<file path="config.mk">
export PLATFORM = sky130hd
export DESIGN_NAME = silife_grid_scheduler
export DESIGN_NICKNAME = d
export VERILOG_FILES = /design/src/rtl/silife_pkg.sv /design/src/rtl/silife_gen_timer.sv /design/src/rtl/silife_grid_scheduler.sv
export SDC_FILE = /design/constraint.sdc
export NUM_CORES = 1
export LEC_CHECK = 0
export ABC_AREA = 1
export CAP_MARGIN = 10
export CORE_MARGIN = 2
export CORE_UTILIZATION = 43
export CTS_CLUSTER_DIAMETER = 40
export CTS_CLUSTER_SIZE = 12
export DETAILED_ROUTE_END_ITERATION = 10
export HOLD_SLACK_MARGIN = 0.12
export PLACE_DENSITY = 0.82
export SETUP_SLACK_MARGIN = 0.1
export SLEW_MARGIN = 20
export SYNTH_ARGS = -nofsm -noshare
export SYNTH_HDL_FRONTEND = slang
export SYNTH_HIERARCHICAL = 1
export SYNTH_SLANG_ARGS = --single-unit
</file>
<file path="constraint.sdc">
create_clock -name clk -period 2.6 [get_ports clk]
set_clock_uncertainty 0.05 [all_clocks]
set_input_delay 0.78 -clock clk [delete_from_list [all_inputs] [get_ports clk]]
set_output_delay 0.78 -clock clk [all_outputs]
set_load 0.05 [all_outputs]
</file>
<file path="src/rtl/silife_pkg.sv">
// Shared definitions for the silife grid blocks: grant encodings and the
// generation-period clamp.
package silife_pkg;

    localparam logic [1:0] GrantNone   = 2'd0;
    localparam logic [1:0] GrantLoader = 2'd1;
    localparam logic [1:0] GrantEvolve = 2'd2;
    localparam logic [1:0] GrantBus    = 2'd3;

    localparam int PeriodBits = 16;

    // A period of zero would never wrap, so it behaves as a period of one.
    function automatic logic [PeriodBits-1:0] clamp_period(input logic [PeriodBits-1:0] period);
        return (period == '0) ? PeriodBits'(1) : period;
    endfunction

endpackage

</file>
<file path="src/rtl/silife_gen_timer.sv">
// Free-running generation timer: counts enabled cycles, raises a request on
// wrap and merges in the single-step pulse.
module silife_gen_timer
    import silife_pkg::*;
(
    input  logic                  clk,
    input  logic                  reset_n,
    input  logic                  i_enable,
    input  logic [PeriodBits-1:0] i_period,
    input  logic                  i_step,
    output logic                  o_gen_req
);

    logic [PeriodBits-1:0] count_reg;
    logic [PeriodBits-1:0] period_eff;
    logic                  at_wrap;
    logic                  due;

    assign period_eff = clamp_period(i_period);
    // ">=" rather than "==" so a shortened period wraps on the next enabled cycle.
    assign at_wrap    = (count_reg >= (period_eff - PeriodBits'(1)));
    assign due        = i_enable && at_wrap;
    assign o_gen_req  = due || i_step;

    always_ff @(posedge clk or negedge reset_n) begin
        if (!reset_n) begin
            count_reg <= '0;
        end else if (i_enable) begin
            count_reg <= at_wrap ? '0 : count_reg + PeriodBits'(1);
        end
    end

endmodule

</file>
<file path="src/rtl/silife_grid_scheduler.sv">
// Arbitrates the grid write port between the SPI loader, the bus writer and
// generation strobes; every grid-facing output is registered.
module silife_grid_scheduler
    import silife_pkg::*;
#(
    parameter int WIDTH    = 32,
    parameter int HEIGHT   = 32,
    parameter int ROW_BITS = $clog2(HEIGHT)
) (
    input  logic                  clk,
    input  logic                  reset_n,
    input  logic [ROW_BITS-1:0]   i_ld_row,
    input  logic [WIDTH-1:0]      i_ld_set,
    input  logic [WIDTH-1:0]      i_ld_clear,
    input  logic                  i_bus_valid,
    output logic                  o_bus_ready,
    input  logic [ROW_BITS-1:0]   i_bus_row,
    input  logic [WIDTH-1:0]      i_bus_set,
    input  logic [WIDTH-1:0]      i_bus_clear,
    input  logic                  i_enable,
    input  logic [PeriodBits-1:0] i_period,
    input  logic                  i_step,
    input  logic                  i_clear_overrun,
    output logic [ROW_BITS-1:0]   o_row_select,
    output logic [WIDTH-1:0]      o_set_cells,
    output logic [WIDTH-1:0]      o_clear_cells,
    output logic                  o_evolve,
    output logic                  o_overrun,
    output logic [1:0]            o_grant
);

    logic                gen_req;
    logic                ld_active;
    logic                wrote_last;
    logic                evolve_go;
    logic                bus_fire;

    logic                pending_reg, pending_next;
    logic                overrun_reg, overrun_next;
    logic [ROW_BITS-1:0] row_reg, row_next;
    logic [WIDTH-1:0]    set_reg, set_next;
    logic [WIDTH-1:0]    clear_reg, clear_next;
    logic                evolve_reg, evolve_next;
    logic [1:0]          grant_reg, grant_next;

    silife_gen_timer u_timer (
        .clk       (clk),
        .reset_n   (reset_n),
        .i_enable  (i_enable),
        .i_period  (i_period),
        .i_step    (i_step),
        .o_gen_req (gen_req)
    );

    assign ld_active  = (|i_ld_set) || (|i_ld_clear);
    // Only actual transfers are recorded as write grants, so this is "port written last cycle".
    assign wrote_last = (grant_reg == GrantLoader) || (grant_reg == GrantBus);
    assign evolve_go  = !ld_active && pending_reg && !wrote_last;
    assign o_bus_ready = reset_n && !ld_active && !(pending_reg && !wrote_last);
    assign bus_fire   = i_bus_valid && o_bus_ready;

    always_comb begin
        row_next     = row_reg;
        set_next     = '0;
        clear_next   = '0;
        evolve_next  = 1'b0;
        grant_next   = GrantNone;
        pending_next = pending_reg;

        if (ld_active) begin
            row_next   = i_ld_row;
            set_next   = i_ld_set & ~i_ld_clear;
            clear_next = i_ld_clear;
            grant_next = GrantLoader;
        end else if (evolve_go) begin
            evolve_next  = 1'b1;
            grant_next   = GrantEvolve;
            pending_next = 1'b0;
        end else if (bus_fire) begin
            row_next   = i_bus_row;
            set_next   = i_bus_set & ~i_bus_clear;
            clear_next = i_bus_clear;
            grant_next = GrantBus;
        end

        // A request arriving as the pending one is consumed re-arms pending and flags overrun.
        if (gen_req) begin
            pending_next = 1'b1;
        end

        if (i_clear_overrun) begin
            overrun_next = 1'b0;
        end else begin
            overrun_next = overrun_reg || (gen_req && pending_reg);
        end
    end

    always_ff @(posedge clk or negedge reset_n) begin
        if (!reset_n) begin
            pending_reg <= 1'b0;
            overrun_reg <= 1'b0;
            row_reg     <= '0;
            set_reg     <= '0;
            clear_reg   <= '0;
            evolve_reg  <= 1'b0;
            grant_reg   <= GrantNone;
        end else begin
            pending_reg <= pending_next;
            overrun_reg <= overrun_next;
            row_reg     <= row_next;
            set_reg     <= set_next;
            clear_reg   <= clear_next;
            evolve_reg  <= evolve_next;
            grant_reg   <= grant_next;
        end
    end

    assign o_row_select  = row_reg;
    assign o_set_cells   = set_reg;
    assign o_clear_cells = clear_reg;
    assign o_evolve      = evolve_reg;
    assign o_overrun     = overrun_reg;
    assign o_grant       = grant_reg;

endmodule

</file>
==> results of run 1 <==
## report_power, final
part / internal (mW) / switching, mW
combinational: 0.534 / 0.692
clock: 0.699 / 0.535
sequential: 1.50 / 0.0830
total: 2.73 / 1.31
## repair_timing
action / CTS / global route
setup endpoints to repair: 71 / 19
resized for setup: 414 / 62
buffers inserted: 12 / 5
pin swaps: 89 / 52
## cell families (layout without fill, tap and decap cells)
logic type / after synthesis / after routing / synth area share [%]
buffers and inverters: 116 / 435 / 9.890
DFF: 90 / 90 / 41.11
and+or+nand+nor: 421 / 421 / 37.35
adders and majority gates: 18 / 18 / 4.112
xor gates and xnor gates: 22 / 22 / 3.518
AOI/OAI and AO/OA: 37 / 37 / 4.020
## through the flow
step | util [%] | instance area (sq um) | total power, mW | instances
finish | 72.88 | 9123 | 4.043 | 1195
global route | 72.88 | 9123 | 4.223 | 1195
CTS | 70.71 | 8851 | 4.004 | 1190
detailed placement | 67.91 | 8501 | 2.758 | 1162
global placement | 67.91 | 8501 | 2.738 | 1162
floorplan | - | 5585 | 2.172 | 704
## cell type report
cell class	count	area, sq um
clock buffer	12	256.5
sequential	90	2252
clock inverter	4	26.28
inverter	99	389.1
fill	956	3395
timing repair buffer	320	2824
tap	172	215.2
multi-input combinational	498	3159
## placed cells by master (no fill, tap or decap), types with 4 or more instances in the layout
| master | n |
|---|---|
| clkbuf_16 | 9 |
| nand2_2 | 29 |
| a21oi_2 | 14 |
| buf_4 | 82 |
| dfrtp_1 | 90 |
| nor2_2 | 24 |
| xnor2_1 | 6 |
| xor2_1 | 12 |
| nand2_4 | 6 |
| o2111ai_1 | 5 |
| buf_2 | 52 |
| buf_6 | 29 |
| nor2_4 | 32 |
| nor2_1 | 58 |
| inv_1 | 87 |
| ha_1 | 15 |
| nand3_1 | 35 |
| clkdlybuf4s50_1 | 150 |
| nand2_1 | 176 |
| nand3_2 | 43 |
| o21ai_0 | 4 |
| buf_8 | 4 |
| a21oi_1 | 9 |
| nand4_1 | 7 |
| inv_2 | 7 |
## worst paths after layout
check                                                    end  slack (ps)
max in group asynchronous        o_row_select[0]$_DFFE_PN0P_         980
min in group clk                         o_overrun$_DFF_PN0_         470
min reg2reg                              o_overrun$_DFF_PN0_         470
max                        u_timer/count_reg[12]$_DFFE_PN0P_        -250
min                              o_row_select[1]$_DFFE_PN0P_         400
max reg2reg                       o_clear_cells[2]$_DFF_PN0_         630
## routing by layer
| metal | wire length (um) | vias up | track usage (%) |
|---|---|---|---|
| li1 | - | 2805 | - |
| met4 | 654 | 2 | 12.24 |
| met2 | 10030 | 182 | 49.44 |
| met5 | 16 | - | 0 |
| met1 | 6732 | 2705 | 28.65 |
| met3 | 1311 | 47 | 8.239 |
## critical path: stages
cell     delay [ps]
buf_2           120
nor2_4          130
nand3_4          90
nor2_4          120
a21oi_2          70
ha_2            200
nand3_4          90
buf_4           130
xor2_1          160
ha_1            250
nand2_1          60
inv_1            50
nand2_2          70
nor2_2           40
nor2_1           90
nand2_1          60
nand2_1          80
nand2_2          90
buf_4           150
buf_6           120
a21oi_2         110
==> key figures, run 1 <==
Run status
  – Status: complete, but fails checks
  – Violated checks: negative setup slack

Placed design
  – PortBufs: between 200 and 250
  – Place WS: -1144 ps
  – HPWL Detailed: about 14 mm
  – Routability cong.: 0.9164

Power
  – Pleak: approximately 4.4 nW
  – Peak supply drop: around 0.34 mV
  – Power Density: ~440 nW/um^2

Drt
  – WL final: between 15 and 20 mm
  – Vias per cell: about 4.8
  – Post-DRT Antenna Nets: 0
  – Drt drc: 0
  – WL/cell: approximately 16 um
  – Initial DRC count: around 320
  – Via count: around 5700
  – Pre-antenna DRT Iters: 4

Yosys
  – Synth Flop Type: dfrtp_1
  – Asr flop ratio synth: 100.0%
  – Post-Syn Nets: 882
  – Synth area leaders: dfrtp_1 41%, nand2_1 14%, nand3_2 7.7%
  – Synth top cells by count: 200 x nand2_1, 102 x nor2_1, 93 x inv_1
  – Count leader, synth: nand2_1
  – EDFF count, synth: 0
  – Post-synthesis sequential area ratio: between 40% and 50%
  – Share of the synthesized area in the top cell type: 41.11%
  – Avg Inst Size Synth: slightly below 8 sq um
  – Synthesized area: roughly 5500 sq um
  – Synth Register Bits: 90
  – Gate Count Post-Synth: about 700
  – Yosys cell types: 35
  – Yosys Warn Count: 6
  – Yosys top cell by area: dfrtp_1

Layout
  – Area Growth Syn to Fin: 66.54%
  – Layout cell share with drive strength beyond 1: a little over a third
  – N_diodes: 0
  – Net count, final: approximately 1200

Floorplan
  – CORE AREA: around 13000 sq um
  – Num rows: 41
  – Die ar.: 13660 sq um
  – Initial Util: between 40% and 50%
  – Num ports: around 230
  – Die width: approximately 120 um
  – Die H: roughly 120 um

Clocking
  – CTS tree: done
  – Worst-Skew Late Latency: 340 ps
  – Root Driver: clkbuf_16
  – Number of CTS-inserted buffers: 9
  – CTS H-Tree Depth: 3
  – Worst-path clk slew: ~60 ps
  – Max clock buf depth: 2
  – Cts hold-fix bufs: 0
  – Num Clock Sinks: 90

STA
  – Slew @ Worst Pin: between 700 and 800 ps
  – Final worst path period share: 109.5%
  – Fmax achieved: about 0.35 GHz
  – Final WS setup: -246.4 ps
  – # setup viols final: 19
  – Final Max Tran Viols: 0
  – Final hold viol count: 0
  – Period minus WS final: roughly 2800 ps
  – Worst Hold Margin: just under 400 ps
  – Post-route setup TNS: -3434 ps
  – RSZ-0062 raised after global routing: true
  – Max-slew headroom: about 47%

Global route
  – Initial antenna violation count: 1
  – Largest net degree at the start of global routing: 66
  – Vias in the first global route: 5750
  – First-pass GRT wire length: around 28 mm
  – Gr ovfl total: 0
  – Total track usage: about 27%

Setup path
  – Crit. Startpoint: i_period[6]
  – Req. time, crit path: about 2800 ps
  – Startpoint types: primary input
  – Worst Reg-to-Reg Cells: 8
  – Worst Setup End Kind: register
  – CP arrival: roughly 3100 ps
  – Setup CP Type: primary input to register
  – Crit-path max FO: 4
  – Reg-to-reg startpoint: pending_reg$_DFFE_PN0P_

Min path
  – Hold WC Path Type: primary input to asynchronous set/reset pin

Job
  – Max-cap violations: 0
Power figures use the tool's default switching activity.
==> run 2, diff against run 1 <==
GPL_TIMING_DRIVEN = 0   (was default)
==> key figures, run 2 (same netlist as run 1, synthesis figures left out) <==
Layout
  – Most common cell after layout, fill and taps aside: nand2_1
  – FILL cells: about 970
  – Layout cell share with drive strength beyond 1: between 30 and 40%
  – Area Growth Syn to Fin: 62.38%
  – Post-route cell area: 8895 sq um
  – Net count, final: 1169
  – Multi-input gate area in the final layout: between 3000 and 4000 sq um
  – Final Non-Filler Cells: about 1200
  – Sequential Area: approximately 2300 sq um
  – Most frequent cells in the layout: 173 x nand2_1, 151 x clkdlybuf4s50_1, 90 x dfrtp_1
  – N_diodes: 0

Power
  – Design Power: ~3.9 mW
  – Int Pwr: 2.652 mW
  – Switching share of total power: ~33%
  – Peak supply drop: 0.2985 mV
  – Pleak: between 4 and 5 nW
  – Power Density: about 440 nW/um^2
  – Switching pwr: approximately 1.3 mW
  – Logic pwr share: between 20 and 30%
  – Seq pwr share: 40.0%
  – Clock power share: just over 30%

Placed design
  – PortBufs: roughly 230
  – DP Cell Count: around 1100
  – Dpl cell area: about 8200 sq um
  – Routability cong.: around 0.94
  – HPWL Detailed: 13.84 mm

Run status
  – Status: complete, but fails checks
  – Violated checks: negative setup slack

Floorplan
  – Die width: around 120 um
  – Die ar.: 13660 sq um
  – Num ports: ~230
  – Initial Util: 43.76%
  – Num rows: a little over 40
  – Die H: roughly 120 um
  – CORE AREA: approximately 13000 sq um

STA
  – Final Max Tran Viols: 0
  – Final hold viol count: 0
  – Fmax achieved: about 0.35 GHz
  – Max-slew headroom: approximately three fifths
  – Slew @ Worst Pin: 593.3 ps
  – RSZ-0062 raised after global routing: true
  – # setup viols final: 19
  – Period minus WS final: 2882 ps
  – Worst Hold Margin: 304.8 ps
  – Final WS setup: -282.5 ps
  – Final worst path period share: 110.9%
  – Post-route setup TNS: -4954 ps

Clocking
  – Worst-Skew Late Latency: between 300 and 400 ps
  – Number of CTS-inserted buffers: 9
  – CTS H-Tree Depth: 3
  – CTS tree: done
  – Root Driver: clkbuf_16
  – Max clock buf depth: 2
  – Num Clock Sinks: 90
  – Worst-path clk slew: around 60 ps

Global route
  – Initial antenna violation count: 0
  – Gr ovfl total: 0
  – Largest net degree at the start of global routing: 52
  – First-pass GRT wire length: 27.97 mm
  – Total track usage: a little over a quarter
  – Vias in the first global route: approximately 5600

Setup path
  – Worst Reg-to-Reg Cells: 9
  – R2R Path End: o_clear_cells[2]$_DFF_PN0_
  – Internal reg-to-reg setup slack: around 730 ps
  – Reg-to-reg startpoint: pending_reg$_DFFE_PN0P_
  – Setup CP Type: primary input to register
  – Crit-path max FO: 6
  – Req. time, crit path: between 2000 and 3000 ps
  – Worst Setup End Kind: register
  – CP arrival: slightly above 3000 ps
  – CP endpoint: u_timer/count_reg[1]$_DFFE_PN0P_
  – Startpoint types: primary input
  – Crit. Startpoint: i_period[6]

Drt
  – Vias per cell: approximately 4.8
  – Pre-antenna DRT Iters: 5
  – WL/cell: 16.06 um
  – Via count: about 5600
  – WL final: 18.76 mm
  – Drt drc: 0
  – Initial DRC count: 259
  – Post-DRT Antenna Nets: 0

Min path
  – Hold WC Path Type: primary input to asynchronous set/reset pin

Job
  – Max-cap violations: 0
-- run 2: cell count changes in the layout (fill, tap and decap cells not counted), moves of 4 or more --
cell | before | now
nor2_2 | 24 | 19
nand2_2 | 29 | 33
clkbuf_2 | 0 | 43
buf_4 | 82 | 52
nor2_1 | 58 | 64
buf_2 | 52 | 13
buf_6 | 29 | 19
-- run 2: metrics by stage --
step	setup slack [ps]	utilization (%)
floorplan	-404.0	-
global placement	-4786	64.97
detailed placement	-1452	65.20
CTS	-298.4	69.62
global route	-472.1	71.06
finish	-282.5	71.06
-- run 2: worst max-delay path, cell delays in order --
cell and delay [ps]:
buf_4 130, nor2_2 130, nand3_2 110, nor2_4 150, a21oi_4 90, ha_4 170, nand3_4 110, nor3_4 50
buf_4 140, xnor2_2 130, ha_1 290, nand4_1 110, nor3_2 190, nand2_1 80, nand2_2 110, buf_4 170
o21ai_0 80
-- run 2: power groups by stage --
| stage | logic, mW | clock network (mW) | registers [mW] |
|---|---|---|---|
| 6_report | 1.16 | 1.20 | 1.58 |
| 5_1_grt | 1.26 | 1.29 | 1.59 |
| 4_1_cts | 1.11 | 1.22 | 1.58 |
| 3_5_place_dp | 1.10 | 0 | 1.61 |
| 3_3_place_gp | 1.08 | 0 | 1.60 |
| 2_1_floorplan | 0.379 | 0 | 1.79 |
-- run 2: timing repair --
item | CTS | global route
hold buffers | 0 | 0
gates resized for setup | 224 | 207
endpoints found under the setup margin | 30 | 25
setup buffers | 30 | 13
endpoints found under the hold margin | 0 | 0
pin swaps | 91 | 84
-- run 2: how the worst min path moves through the flow --
stage	cells past startpoint	to	slack, ps
global route	1	o_set_cells[7]$_DFF_PN0_	330
detailed placement	2	o_overrun$_DFF_PN0_	460
finish	1	o_set_cells[7]$_DFF_PN0_	300
floorplan	0	o_clear_cells[0]$_DFF_PN0_	430
global placement	2	o_overrun$_DFF_PN0_	450
CTS	1	o_set_cells[7]$_DFF_PN0_	300
-- run 2: cell type report --
| class | instances | area share [%] |
|---|---|---|
| buffer | 17 | 2.082 |
| clock buffer | 11 | 2.729 |
| clock inverter | 5 | 0.3376 |
| inverter | 99 | 4.459 |
| multi-input combinational | 498 | 35.05 |
| sequential | 90 | 25.32 |
| tap | 172 | 2.419 |
| timing repair buffer | 276 | 27.60 |
-- run 2: metal layers --
layer	global-route usage [%]	vias up	part of all wire, %
met5	0	-	0
met4	10.59	0	3.3
met3	6.900	45	6.8
met2	48.71	216	52
met1	31.56	2604	38
li1	-	2755	-
